==> src/rtl/memory_tester.sv <==
// Four-phase dual-port RAM self-test: W1 (port 1 writes A), R2 (port 2 verifies), W2 (port 2 writes ~A), R1 (port 1 verifies).
// Optional MEMORY_TESTER_STOP_ON_ERROR_EN ends the run at the first mismatch.
module memory_tester #(
  parameter int unsigned DATA_WIDTH   = 8,
  parameter int unsigned ADDR_WIDTH   = 10,
  parameter int unsigned READ_LATENCY = 1,
  parameter int unsigned SEED         = 'hA5
) (
  input  logic                  clock,
  input  logic                  reset,
  input  logic                  start,
  output logic                  busy,
  output logic                  done,
  output logic                  pass,
  output logic [15:0]           error_count,
  output logic [ADDR_WIDTH-1:0] fail_addr,
  output logic                  enable1,
  output logic                  write1,
  output logic [ADDR_WIDTH-1:0] addr1,
  output logic [DATA_WIDTH-1:0] idata1,
  input  logic [DATA_WIDTH-1:0] odata1,
  output logic                  enable2,
  output logic                  write2,
  output logic [ADDR_WIDTH-1:0] addr2,
  output logic [DATA_WIDTH-1:0] idata2,
  input  logic [DATA_WIDTH-1:0] odata2
);

  typedef enum logic [2:0] {IDLE, W1, R2, D2, W2, R1, D1, DONE} state_t;

  localparam logic [1:0] DRAIN_LAST = 2'(READ_LATENCY - 1);

  state_t                state, state_nxt;
  logic [ADDR_WIDTH-1:0] cnt, cnt_nxt;
  logic [1:0]            dcnt, dcnt_nxt;
  logic                  rd_issue, rd_sel, start_run, mismatch, stop;

  // Per-read pipeline: valid, address and which port (1 = port 1, expects ~A)
  logic [READ_LATENCY-1:0] vld_sr, sel_sr;
  logic [ADDR_WIDTH-1:0]   addr_sr [READ_LATENCY];

  logic [ADDR_WIDTH-1:0] cmp_addr;
  logic [DATA_WIDTH-1:0] exp_word, rdata;

  function automatic logic [DATA_WIDTH-1:0] pat(input logic [ADDR_WIDTH-1:0] a);
    return DATA_WIDTH'(a) ^ DATA_WIDTH'(SEED);
  endfunction

  assign busy      = (state != IDLE) && (state != DONE);
  assign start_run = ((state == IDLE) || (state == DONE)) && start;
  assign cmp_addr  = addr_sr[READ_LATENCY-1];
  assign exp_word  = sel_sr[READ_LATENCY-1] ? ~pat(cmp_addr) : pat(cmp_addr);
  assign rdata     = sel_sr[READ_LATENCY-1] ? odata1 : odata2;
  assign mismatch  = vld_sr[READ_LATENCY-1] && (rdata != exp_word);

`ifdef MEMORY_TESTER_STOP_ON_ERROR_EN
  assign stop = mismatch;
`else
  assign stop = 1'b0;
`endif

  always_comb begin
    state_nxt = state;
    cnt_nxt   = cnt;
    dcnt_nxt  = dcnt;
    rd_issue  = 1'b0;
    rd_sel    = 1'b0;
    enable1   = 1'b0;
    write1    = 1'b0;
    addr1     = '0;
    idata1    = '0;
    enable2   = 1'b0;
    write2    = 1'b0;
    addr2     = '0;
    idata2    = '0;
    case (state)
      IDLE, DONE: if (start) begin
        state_nxt = W1;
        cnt_nxt   = '0;
      end
      W1: begin
        enable1 = 1'b1;
        write1  = 1'b1;
        addr1   = cnt;
        idata1  = pat(cnt);
        cnt_nxt = cnt + 1'b1;
        if (cnt == '1) state_nxt = R2;
      end
      R2: begin
        enable2  = 1'b1;
        addr2    = cnt;
        rd_issue = 1'b1;
        cnt_nxt  = cnt + 1'b1;
        if (cnt == '1) begin
          state_nxt = D2;
          dcnt_nxt  = '0;
        end
      end
      D2: begin
        dcnt_nxt = dcnt + 2'd1;
        if (dcnt == DRAIN_LAST) begin
          state_nxt = W2;
          cnt_nxt   = '1;
        end
      end
      W2: begin
        enable2 = 1'b1;
        write2  = 1'b1;
        addr2   = cnt;
        idata2  = ~pat(cnt);
        // Descending phase: hold at 0 on exit so R1 starts at address 0
        if (cnt == '0) state_nxt = R1;
        else           cnt_nxt   = cnt - 1'b1;
      end
      R1: begin
        enable1  = 1'b1;
        addr1    = cnt;
        rd_issue = 1'b1;
        rd_sel   = 1'b1;
        cnt_nxt  = cnt + 1'b1;
        if (cnt == '1) begin
          state_nxt = D1;
          dcnt_nxt  = '0;
        end
      end
      D1: begin
        dcnt_nxt = dcnt + 2'd1;
        if (dcnt == DRAIN_LAST) state_nxt = DONE;
      end
      default: state_nxt = IDLE;
    endcase
    if (stop) state_nxt = DONE;
  end

  always_ff @(posedge clock or posedge reset) begin
    if (reset) begin
      state <= IDLE;
      cnt   <= '0;
      dcnt  <= '0;
    end else begin
      state <= state_nxt;
      cnt   <= cnt_nxt;
      dcnt  <= dcnt_nxt;
    end
  end

  always_ff @(posedge clock or posedge reset) begin
    if (reset) begin
      vld_sr <= '0;
      sel_sr <= '0;
      for (int unsigned i = 0; i < READ_LATENCY; i++) addr_sr[i] <= '0;
    end else begin
      vld_sr[0]  <= rd_issue && !start_run && !stop;
      sel_sr[0]  <= rd_sel;
      addr_sr[0] <= rd_sel ? addr1 : addr2;
      for (int unsigned i = 1; i < READ_LATENCY; i++) begin
        vld_sr[i]  <= vld_sr[i-1] && !start_run && !stop;
        sel_sr[i]  <= sel_sr[i-1];
        addr_sr[i] <= addr_sr[i-1];
      end
    end
  end

  always_ff @(posedge clock or posedge reset) begin
    if (reset) begin
      error_count <= '0;
      fail_addr   <= '0;
      done        <= 1'b0;
      pass        <= 1'b0;
    end else begin
      if (start_run) begin
        error_count <= '0;
        fail_addr   <= '0;
      end else if (mismatch) begin
        if (error_count != 16'hFFFF) error_count <= error_count + 16'd1;
        if (error_count == 16'd0)    fail_addr   <= cmp_addr;
      end
      done <= (state_nxt == DONE);
      pass <= (state_nxt == DONE) && (error_count == 16'd0) && !mismatch;
    end
  end

endmodule
==> config.mk <==
export PLATFORM = sky130hd
export DESIGN_NAME = memory_tester
export DESIGN_NICKNAME = d
export VERILOG_FILES = /design/src/rtl/memory_tester.sv
export SDC_FILE = /design/constraint.sdc
export NUM_CORES = 1
export LEC_CHECK = 0
export BUFFER_PORTS_ARGS = -buffer_cell sky130_fd_sc_hd__buf_4
export CORE_MARGIN = 8
export CORE_UTILIZATION = 49
export CTS_CLUSTER_SIZE = 10
export DETAILED_ROUTE_END_ITERATION = 10
export PLACE_DENSITY_LB_ADDON = 0.15
export REMOVE_ABC_BUFFERS = 1
export SYNTH_ARGS = -nofsm -noshare
export SYNTH_HDL_FRONTEND = slang
export SYNTH_SLANG_ARGS = --single-unit
==> constraint.sdc <==
create_clock -name clock -period 2.5 [get_ports clock]
set_input_delay 0.5 -clock clock [delete_from_list [all_inputs] [get_ports clock]]
set_output_delay 0.5 -clock clock [all_outputs]
set_load 0.03 [all_outputs]
Word level (Yosys, flattened, before mapping)
Cells that the tools add are included.
{"block": "word_totals", "ff_bits": 55, "latchBits": 0, "ramBits": 0, "rom_bits": 0, "out_inout_bits": 69, "wordCells": 96, "mem_count": 0}
{"block": "op_classes", "add_sub_neg": 4, "multipliers": 0, "n_div": 0, "magnitude_cmp": 0, "eq_ne": 16, "shifts": 0, "muxes": 33, "bitwise_logic": 4, "n_reduce_logical": 29}
{"cell": "10-bit two-way mux", "count": 9}
{"cell": "16-bit two-way mux", "count": 3}
{"cell": "10-bit one-hot mux with 4 select lines", "count": 1}
{"cell": "8-bit two-way mux", "count": 4}
{"cell": "3-bit two-way mux", "count": 7}
{"cell": "3-bit one-hot mux with 7 select lines", "count": 1}
{"cell": "16-bit by 1-bit adder with 16-bit output (second input constant)", "count": 1}
{"cell": "16-bit logical NOT", "count": 1}
{"cell": "16-bit != test (second input constant)", "count": 1}
{"cell": "8-bit NOT", "count": 2}
{"cell": "3-bit equality test (second input constant)", "count": 5}
{"cell": "10-bit by 1-bit adder with 10-bit output (second input constant)", "count": 1}
{"cell": "10-bit equality test (second input constant)", "count": 1}
{"cell": "10-bit logical NOT", "count": 1}
{"cell": "2-bit OR reduction", "count": 5}
{"cell": "10-bit by 1-bit subtractor with 10-bit output (second input constant)", "count": 1}
{"cell": "8-bit != test", "count": 1}
{"cell": "4-bit NOT", "count": 2}
{"cell": "2-bit nonzero test", "count": 4}
{"cell": "3-bit by 2-bit equality test with 1-bit output (second input constant)", "count": 2}
{"cell": "1-bit logical AND", "count": 6}
{"cell": "1-bit two-way mux", "count": 6}
{"cell": "2-bit != test (second input constant)", "count": 3}
{"cell": "2-bit AND reduction", "count": 3}
{"cell": "other kinds (14)", "count": 15}

Depth between registers and ports, before layout
{"block": "depth", "depth_word": 7, "mapped_depth": 11}

Least setup slack after synthesis
Ideal clock, no wire load.
{"block": "synth_path", "kind": "flip-flop to flip-flop", "startpoint": "register state[0]", "endpoint": "register cnt[9]", "setup_time_ps": 127, "arrival_ps": 2359, "path_slack_ps": 14, "stages_incl_launch_ff": 11, "path_buffers": 2, "period_less_slack_ps": 2486, "path_cell_list": "dfrtp_1 -> clkbuf_1 -> nor3b_1 -> or2_2 -> clkbuf_1 -> inv_1 -> ha_1 -> a211o_1 -> o21ai_0 -> mux2i_1 -> a21oi_1"}
{"block": "synth_via", "elab_chain_cells": 4}
{"item": "from (decl)", "line": "33", "source": "state_t state, state_nxt;"}
{"item": "from (signal assigned)", "line": "141", "source": "state <= state_nxt;"}
{"item": "3-bit equality test, or another cell as far along", "line": "76", "source": "case (state)"}
{"item": "3-bit OR reduction (no source line) or 2-bit OR reduction (tied branches)"}
{"item": "4-bit nonzero test (no source line) or 2-bit != test (tied branches)"}
{"item": "4-bit AND reduction (no source line)"}
{"item": "to (signal assigned)", "line": "142", "source": "cnt <= cnt_nxt;"}
{"item": "to (decl)", "line": "34", "source": "logic [ADDR_WIDTH-1:0] cnt, cnt_nxt;"}
Parallel ways exist; a longest one is shown, timed or not.
A chain may end at the register's enable or synchronous reset.

Final worst setup path
{"block": "layout_path", "startpoint": "register state[1]", "endpoint": "register error_count[11]"}
{"block": "layout_via", "elab_chain_cells": 5}
{"item": "3-bit equality test or 3-bit logical NOT (tied branches)", "line": "50", "source": "assign start_run = ((state == IDLE) || (state == DONE)) && start;"}
{"item": "1-bit logical OR (*)", "line": "50"}
{"item": "1-bit logical AND (*)", "line": "50"}
{"item": "2-bit nonzero test (no source line)"}
{"item": "2-bit AND reduction (no source line)"}
{"item": "to (signal assigned)", "line": "175", "source": "if (error_count != 16'hFFFF) error_count <= error_count + 16'd1;"}
{"item": "to (decl)", "line": "15", "source": "output logic [15:0] error_count,"}
Every way passes the cells marked *; elsewhere a longest branch is shown, timed or not.

==> results by group <==
Status
  – Status: finished clean

Route
  – Via/cell ratio: 5.864
  – Drt total wl: around 10000 µm
  – Routed length on met3: ~700 µm
  – DR DRC count: 0
  – Total number of vias: 3618
  – M1 wire length: between 4000 and 5000 µm
  – Met2 Routed Length: around 5300 µm
  – Max layer used: met4
  – TritonRoute pass-1 iters: 4
  – Initial DRC count: between 150 and 200
  – Drt wl/cell: between 15 and 20 µm
  – Routed Antenna Nets: 0

Cells and area
  – Filler Cell Count: between 600 and 700
  – Cell area after layout: 4536 µm²
  – Final Net Count: 541
  – P&R area growth vs syn: 28.77%
  – Fraction of layout cells with a size suffix above 1: 0.2722
  – Final Util: 0.6390
  – Final Instance Count excl. Fillers: ~600
  – Ant diodes: 0

Critical path
  – Crit. End Element: flop
  – CP Max Fanout: 10
  – Worst setup path category: reg2reg
  – Data arrival, critical path: ~2600 ps
  – Setup crit start kind: flop
  – Required time worst endpoint: ~2800 ps

Logic synthesis
  – Register area share after synthesis: 0.3908
  – Yosys reg bits: 55
  – Main synth FF type: dfrtp_1
  – Mapped cell area: around 3500 µm²
  – EDFF count, synth: 0
  – Warnings from Yosys: 0
  – Asr flop ratio synth: 1.000
  – Synth Area per Inst: between 8 and 9 µm²
  – Cells after synthesis: 430
  – Count of cell types in the netlist: between 50 and 60

STA
  – Worst Skew: about 11 ps
  – FMAX: approximately 430 MHz
  – Slew @ Worst Pin: 524.0 ps
  – Slew headroom: 0.6501
  – Final slew viol count: 0
  – Final hold slack: 220.5 ps
  – Final setup viols: 0
  – Final worst slack: 147.6 ps
  – Final Critical Period: roughly 2400 ps
  – Setup TNS: 0 ps
  – Period utilization: 0.9410
  – Final Hold Fails: 0
  – RSZ-0062 raised after global routing: false

Placed design
  – Post-DP HPWL: ~7500 µm
  – Placed Area: about 4400 µm²
  – Number of buffers added on ports: 87
  – Pre-CTS setup slack: -27.28 ps
  – Placer congestion estimate: ~0.92
  – Placed insts: 608

Pwr
  – Worst vdd ir: 0.0007476 V
  – Comb pwr share: 0.666
  – Pwr per Cell Area: about 1400 nW/µm²
  – Flop pwr share: 0.234
  – Total Power: about 6.1 mW
  – Psw: just over 3 mW
  – Switch share: 0.4998
  – P_int: ~3.1 mW
  – Clock group share of total power: 0.100
  – P_leak: around 2.1 nW

Global route
  – Initial antenna violation count: 0
  – Vias in the first global route: between 3k and 4k
  – Grt ovf: 0
  – Largest net degree at the start of global routing: 39
  – First-pass GRT wire length: around 17000 µm
  – GR Util All Layers: 0.2037

Clock network
  – Clk sinks: 55
  – Skew-Pair Late Insertion Delay: between 300 and 400 ps
  – Clock Root Buffer: clkbuf_8
  – Clk pin slew, worst setup/hold paths: about 110 ps
  – Clock tree buffer depth: 2
  – CTS tree: done
  – H-tree Lvls: 2
  – Num CTS Buffers: 5

Floorplan
  – I/O pin count: 88
  – Die Area: ~10000 µm²
  – Initial Util: 0.4962
  – Cell Rows: 31
  – Core box area: approximately 7100 µm²
  – Chip Width: 100.8 µm
  – Die height: ~100 µm

Run
  – Max_cap viols: 0

Hold path
  – Hold Crit Class: in2async
-- cells in the mapped netlist, types with 4 or more instances --
cell type  instances  area [µm²]
clkbuf_1          25       93.84
nor3_1            10       50.05
o21a_1             4       30.03
ha_1               5       62.56
a21oi_1           42       210.2
o21ai_0           34       170.2
buf_2              4       20.02
or3_1             11       68.82
dfrtp_1           55        1376
inv_1              9       33.78
and3_1            14       87.58
nor2_1            25       93.84
or4_1              4       30.03
or2_2              9       56.30
nand2_1           28       105.1
and2_1            40       250.2
nand3_1           26       130.1
nor3b_1            7       52.55
nor4_1            10       62.56
nand4_1           10       62.56
-- cell usage in the layout (no fill, tap or decap), types with 2 or more instances in the layout --
cell type	instances
o211ai_1	2
a31oi_1	3
nand4_1	10
or4_1	4
o21a_1	4
a41oi_1	3
and3_1	14
nor4_1	9
xnor2_1	2
dfrtp_2	2
o31ai_1	3
buf_12	2
or2_2	9
nor3b_1	7
ha_1	5
mux2_2	3
o31a_1	3
a221o_1	2
nand3_1	26
o21ai_0	34
mux2i_1	3
dfrtp_1	53
nor2b_1	3
nor3_1	10
a21o_1	2
o22ai_1	3
a211oi_1	2
clkbuf_8	5
or3_1	11
and2_1	40
inv_2	2
and4_1	2
nor2_1	25
nand2_1	28
buf_4	109
a21oi_1	41
inv_1	8
-- cell families (layout without fill, tap and decap cells) --
group	Yosys count	in the layout	synth area share
compound gates	112	112	0.1922
xor+xnor	2	2	0.004974
fa+ha+maj	5	5	0.01776
buf+inv	44	132	0.05257
flops	55	55	0.3908
mux	6	6	0.01812
simple gates	206	206	0.3236
-- final cells by class --
| class | count | area (µm²) | area share |
|---|---|---|---|
| clock buffer | 5 | 68.82 | 0.01517 |
| clock inverter | 3 | 46.29 | 0.01021 |
| inverter | 11 | 41.29 | 0.009103 |
| multi-input combinational | 331 | 1982 | 0.4370 |
| sequential | 55 | 1379 | 0.3040 |
| tap | 99 | 123.9 | 0.02731 |
| timing repair buffer | 113 | 894.6 | 0.1972 |
-- path summary, 6_finish.rpt --
path                            slack [ps]  cells past startpoint       start              end
worst max-delay path                   150                      8    state[1]  error_count[11]
worst min-delay path                   220                      2       reset   error_count[4]
worst max register to register         150                      8    state[1]  error_count[11]
worst min register to register         540                      2  addr_sr[8]     fail_addr[8]
max in group asynchronous             1710                      3       reset         state[1]
min in group clock                     410                      2       start         state[2]
-- metal layers --
metal | track usage | up-vias
li1 | - | 1732
met4 | 0.07558 | 0
met3 | 0.04696 | 19
met2 | 0.3495 | 132
met1 | 0.2409 | 1735
met5 | 0 | -
-- registers in the layout (all words and copies together), names as in the netlist --
signal	cells
fail_addr	10
vld_sr	1
error_count	16
pass	1
cnt	10
done	1
sel_sr	1
addr_sr	10
state	3
dcnt	2
-- what timing repair did --
| action | CTS | global route |
|---|---|---|
| gates resized for setup | 1 | 4 |
| gates cloned | 0 | 1 |
| setup endpoints to repair | 11 | 17 |
| buffers inserted | 0 | 0 |
| pin swaps | 0 | 1 |
| hold buffers | 0 | 0 |
-- power by group through the flow --
stage	combinational [mW]	sequential, mW	clock [mW]
floorplan	2.26	1.68	0
detailed placement	4.01	1.45	0
global route	4.45	1.47	0.657
CTS	4.04	1.43	0.623
finish	4.08	1.43	0.613
global placement	3.94	1.43	0
-- critical path, cell delays in order (launching register included) --
cell	delay (ps)
dfrtp_2	490
nand2b_1	190
or2_1	300
inv_2	140
nand4_1	180
and3_1	270
and2_1	160
or4_1	490
nand2_1	80
(Power assumes the default switching activity.)
